$ cat src/rtl/top_seq_pkg.sv
// Shared constants for the sequential accumulate block: one-hot step
// indices, the step enum built from them, and default datapath settings.
package top_seq_pkg;
  localparam int START   = 0;
  localparam int S1      = 1;
  localparam int S2      = 2;
  localparam int DONE    = 3;
  localparam int N_STEPS = 4;

  localparam int DEF_W      = 8;
  localparam int DEF_INIT_A = 24;
  localparam int DEF_INIT_B = 12;

  typedef enum logic [N_STEPS-1:0] {
    ST_START = N_STEPS'(1 << START),
    ST_S1    = N_STEPS'(1 << S1),
    ST_S2    = N_STEPS'(1 << S2),
    ST_DONE  = N_STEPS'(1 << DONE)
  } step_t;
endpackage

$ cat src/rtl/top_seq_accum_seq_ctrl.sv
// One-hot step sequencer: START -> S1 -> S2 -> DONE, parks in DONE until rst.
module seq_ctrl
  import top_seq_pkg::*;
(
  input  logic clk,
  input  logic rst,
  output logic en_s0,
  output logic en_s1,
  output logic en_s2,
  output logic done
);
  step_t state, nxt;

  always_ff @(posedge clk) begin
    if (rst) state <= ST_START;
    else     state <= nxt;
  end

  always_comb begin
    nxt   = state;
    en_s0 = 1'b0;
    en_s1 = 1'b0;
    en_s2 = 1'b0;
    done  = 1'b0;
    case (state)
      ST_START: begin en_s0 = 1'b1; nxt = ST_S1;   end
      ST_S1:    begin en_s1 = 1'b1; nxt = ST_S2;   end
      ST_S2:    begin en_s2 = 1'b1; nxt = ST_DONE; end
      ST_DONE:  begin done  = 1'b1; nxt = ST_DONE; end
      // a corrupted encoding falls back to a clean restart
      default:  nxt = ST_START;
    endcase
  end
endmodule

$ cat src/rtl/top_seq_accum.sv
// Runs a fixed program once after reset: load a/b, add b into a twice,
// snapshot the final sum into c, then hold all registers.
module top_seq_accum
  import top_seq_pkg::*;
#(
  parameter int unsigned W      = DEF_W,
  parameter int unsigned INIT_A = DEF_INIT_A,
  parameter int unsigned INIT_B = DEF_INIT_B
) (
  input  logic         clk,
  input  logic         rst,
  output logic [W-1:0] a,
  output logic [W-1:0] b,
  output logic [W-1:0] c
);
  logic         en_s0, en_s1, en_s2, done;
  logic [W-1:0] sum;

  seq_ctrl u_ctrl (
    .clk   (clk),
    .rst   (rst),
    .en_s0 (en_s0),
    .en_s1 (en_s1),
    .en_s2 (en_s2),
    .done  (done)
  );

  // single shared adder; carry out of the top bit is dropped (mod 2^W)
  assign sum = a + b;

  always_ff @(posedge clk) begin
    if (rst) begin
      a <= '0;
      b <= '0;
      c <= '0;
    end else if (!done) begin
      if (en_s0) begin
        a <= W'(INIT_A);
        b <= W'(INIT_B);
      end
      if (en_s1 || en_s2) a <= sum;
      if (en_s2)          c <= sum;
    end
  end
endmodule

$ cat config.mk
export PLATFORM = sky130hd
export DESIGN_NAME = top_seq_accum
export DESIGN_NICKNAME = d
export VERILOG_FILES = /design/src/rtl/top_seq_pkg.sv /design/src/rtl/top_seq_accum_seq_ctrl.sv /design/src/rtl/top_seq_accum.sv
export SDC_FILE = /design/constraint.sdc
export NUM_CORES = 1
export LEC_CHECK = 0
export ABC_AREA = 1
export CAP_MARGIN = 20
export CORE_MARGIN = 2
export CORE_UTILIZATION = 45
export DETAILED_ROUTE_END_ITERATION = 16
export GPL_TIMING_DRIVEN = 1
export HOLD_SLACK_MARGIN = 0.15
export PLACE_DENSITY = 0.76
export SYNTH_ARGS = -nofsm -noshare
export SYNTH_HDL_FRONTEND = slang
export SYNTH_SLANG_ARGS = --single-unit
$ cat constraint.sdc
create_clock -name clk -period 3.8 [get_ports clk]
set_input_delay 0.76 -clock clk [delete_from_list [all_inputs] [get_ports clk]]
set_output_delay 0.76 -clock clk [all_outputs]
set_load 0.01 [all_outputs]
==> impl_metrics.json <==
{
  "floorplan.io_pins": 26,
  "cellInternalPower_w": 0.0002716,
  "worst_clock_skew_ns": 0.004461,
  "worst_case_reg_to_reg_path_depth": 6,
  "power_switching_w": 0.0001238,
  "grt_first_pass_wirelength_um": 2739,
  "final_layout_size_suffix_gt1_frac": 0.06202,
  "gp_congestion": 0.7982,
  "cts.sinks": 17,
  "die_height_um": 47.77,
  "min_from": "c[3]",
  "postSynthRegisterBits": 17,
  "rsz0062_at_grt": "no",
  "vias_in_the_first_global_route": 650,
  "pwr-share-comb": 0.236,
  "placedCellCount": 150,
  "number_of_antenna_violations_at_the_first_check_in_global_routing": 0,
  "finalMaxSlewViolations": 0,
  "synth_enable_flop_cells": 0,
  "totalNegativeSetupSlack_ns": 0,
  "use_met2": 0.2587,
  "synth_instances": 115,
  "synthArstFlopShare": 0,
  "ys_top_cells_by_area": "sky130_fd_sc_hd__dfxtp_1 39%, sky130_fd_sc_hd__buf_4 9.6%, sky130_fd_sc_hd__nor2_1 8.3%",
  "power.share.clock": 0.236,
  "stdcell_area_um2": 1001,
  "holdBufCountCts": 0,
  "finalSetupViolations": 0,
  "cpPeakStageDelay_ns": 0.60,
  "r2r-start": "b[2]",
  "use_met3": 0.04528,
  "crit_path_category": "register to output port",
  "timing.critical_path.max_delay_family": "buffers and inverters",
  "fill_cells": 189,
  "gr-total-overflow": 0,
  "hold_path.class": "register to register",
  "clock_tree.root_cell": "sky130_fd_sc_hd__clkbuf_4",
  "ff2ff_setup_slack_ns": 2.17,
  "fp.dieArea_um2": 2282,
  "post-synth-top-count-cell": "sky130_fd_sc_hd__nor2_1",
  "crit_path_start_kind": "register",
  "ranking_of_synthesized_cells_by_instance_count": "19 x sky130_fd_sc_hd__nor2_1, 18 x sky130_fd_sc_hd__nand2_1, 17 x sky130_fd_sc_hd__dfxtp_1",
  "min_period_over_period": 0.5689,
  "status": "complete, no violations",
  "synth.avg_cell_area_um2": 7.496,
  "yosys.area.top_type": "sky130_fd_sc_hd__dfxtp_1",
  "power-per-cell-area_nw_per_um2": 395.1,
  "cts.clk_slew.worst_paths_ns": 0.09,
  "core_region_area_um2": 1764,
  "detail_route.wirelength_um": 1641,
  "average_routed_wire_per_standard_cell_um": 10.66,
  "tritoncts.num_buffers": 3,
  "global_route.usage.total": 0.1738,
  "critical_path_peak_fanout": 8,
  "remaining_drc_errors": 0,
  "route.detailed.vias_per_inst": 4.851,
  "fin_hold_ws_ns": 0.4876,
  "placement_rows": 15,
  "initial_utilization": 0.4887,
  "htreeDepth": 1,
  "power.static_leakage_nw": 0.4263,
  "yosys_most_used_dff": "sky130_fd_sc_hd__dfxtp_1",
  "timing.final.crit_period_ns": 2.162,
  "syn_to_final_growth_pct": 16.11,
  "die_w_um": 47.77,
  "detailedPlacementHpwl_um": 1193,
  "p_sw_frac": 0.3131,
  "crit_path_top_delay_cell": "sky130_fd_sc_hd__clkdlybuf4s50_1",
  "cts_resized": 0,
  "r2r-end": "a[6]",
  "grtUsageMet1": 0.2322,
  "critical_path_arrival_ns": 1.40,
  "number_of_detailed_routing_iterations_run_before_antenna_repair": 5,
  "fin_cells": 154,
  "cell_depth_of_the_worst_min_delay_path": 2,
  "clockBufferDepth": 2,
  "clkLatencyLatePin_ns": 0.29,
  "maximum_number_of_pins_on_one_net_before_global_route_repair": 13,
  "power.share.sequential": 0.527,
  "grt.busiest_layer": "met2",
  "nets_finish": 135,
  "synthesis.area_um2": 862.1,
  "synth.yosys.seq_area_share": 0.3948,
  "vdd.ir_drop.worst_uv": 268.6,
  "finalHoldViolations": 0,
  "dpl-instance-area_um2": 974.7,
  "timing.critical_path.cells": "clkdlybuf4s50_1",
  "achievable_frequency_ghz": 0.4626,
  "via_count": 747,
  "drtIter0Drc": 10,
  "destination_of_the_worst_hold_path": "c[3]",
  "crit_required_ns": 3.04,
  "tritoncts": "yes",
  "seqCellArea_um2": 340.3,
  "type_of_destination_of_the_critical_path": "output port",
  "yosysWarningCount": 0,
  "post_cts_setup_buffer_count": 0,
  "synth_largest_type_area_fraction": 0.3948,
  "cap_violations": 0,
  "antennaDiodeCount": 0,
  "synth.lib_cells_used.distinct": 23,
  "i_o_buffers": 15,
  "cp_num_buf_inv": 1,
  "combined_area_of_the_multi_input_logic_cells_um2": 415.4,
  "detail-route-antenna-nets": 0
}
[state kept, by name, summed over array words and instances, names as in the netlist]
register / cells
u_ctrl.state: 4
c: 6
a: 6
b: 1
[final cells by class]
class | count | area share
clock buffers | 4 | 0.02625
inverters | 10 | 0.03750
multi-input cells | 83 | 0.4150
flip-flops and latches | 17 | 0.3400
well taps | 25 | 0.03125
repair buffers | 15 | 0.1500
[stage by stage]
step | power (W) | utilization | worst slack [ns]
after floorplan | 0.0002800 | - | 2.271
after global placement | 0.0003049 | 0.5525 | 1.863
after detailed placement | 0.0003052 | 0.5525 | 1.856
after CTS | 0.0003981 | 0.5674 | 1.635
after global routing | 0.0004194 | 0.5674 | 1.562
final | 0.0003955 | 0.5674 | 1.638
[power by group through the flow]
stage | logic, W | clock network [W] | registers, W
2_1_floorplan | 0.0000701 | 0 | 0.000210
3_3_place_gp | 0.0000923 | 0 | 0.000213
3_5_place_dp | 0.0000924 | 0 | 0.000213
4_1_cts | 0.0000927 | 0.0000966 | 0.000209
5_1_grt | 0.000105 | 0.000103 | 0.000212
6_report | 0.0000935 | 0.0000935 | 0.000208
[layout by cell type, fill, tap and decap left out]
cell and instances:
sky130_fd_sc_hd__a21oi_1 7, sky130_fd_sc_hd__clkbuf_1 1, sky130_fd_sc_hd__clkbuf_4 3, sky130_fd_sc_hd__clkdlybuf4s50_1 15, sky130_fd_sc_hd__clkinv_1 1, sky130_fd_sc_hd__conb_1 10, sky130_fd_sc_hd__dfxtp_1 17, sky130_fd_sc_hd__fa_1 1
sky130_fd_sc_hd__ha_1 2, sky130_fd_sc_hd__inv_1 9, sky130_fd_sc_hd__nand2_1 18, sky130_fd_sc_hd__nand2_2 2, sky130_fd_sc_hd__nand3_1 7, sky130_fd_sc_hd__nand3_2 2, sky130_fd_sc_hd__nand3b_1 1, sky130_fd_sc_hd__nand4_1 4
sky130_fd_sc_hd__nor2_1 19, sky130_fd_sc_hd__nor2_2 1, sky130_fd_sc_hd__o21ai_0 6, sky130_fd_sc_hd__o21ai_1 1, sky130_fd_sc_hd__xnor2_1 1, sky130_fd_sc_hd__xor2_1 1
[cell families after synthesis]
| family | count (synthesis) | share of synthesized area |
|---|---|---|
| AOI/OAI and AO/OA | 14 | 0.08127 |
| other | 1 | 0.004350 |
| DFF | 17 | 0.3948 |
| xor gates and xnor gates | 2 | 0.02032 |
| and+or+nand+nor | 54 | 0.2845 |
| adders and majority gates | 3 | 0.05225 |
| buffers and inverters | 24 | 0.1625 |
[worst max-delay path by stage]
| stage | start | end | slack (ns) | cells after the start |
|---|---|---|---|---|
| final | a[4] | a[4] | 1.64 | 1 |
| after floorplan | b[2] | a[6] | 2.27 | 6 |
| after CTS | a[4] | a[4] | 1.64 | 1 |
| after global routing | a[4] | a[4] | 1.56 | 1 |
| after global placement | rst | b[2] | 1.86 | 4 |
| after detailed placement | rst | b[2] | 1.86 | 4 |
[layer usage]
| metal | vias up | part of all wire |
|---|---|---|
| met4 | 0 | 0.020 |
| met3 | 5 | 0.061 |
| li1 | 380 | - |
| met2 | 34 | 0.46 |
| met5 | - | 0 |
| met1 | 328 | 0.46 |
(Power assumes the default switching activity.)
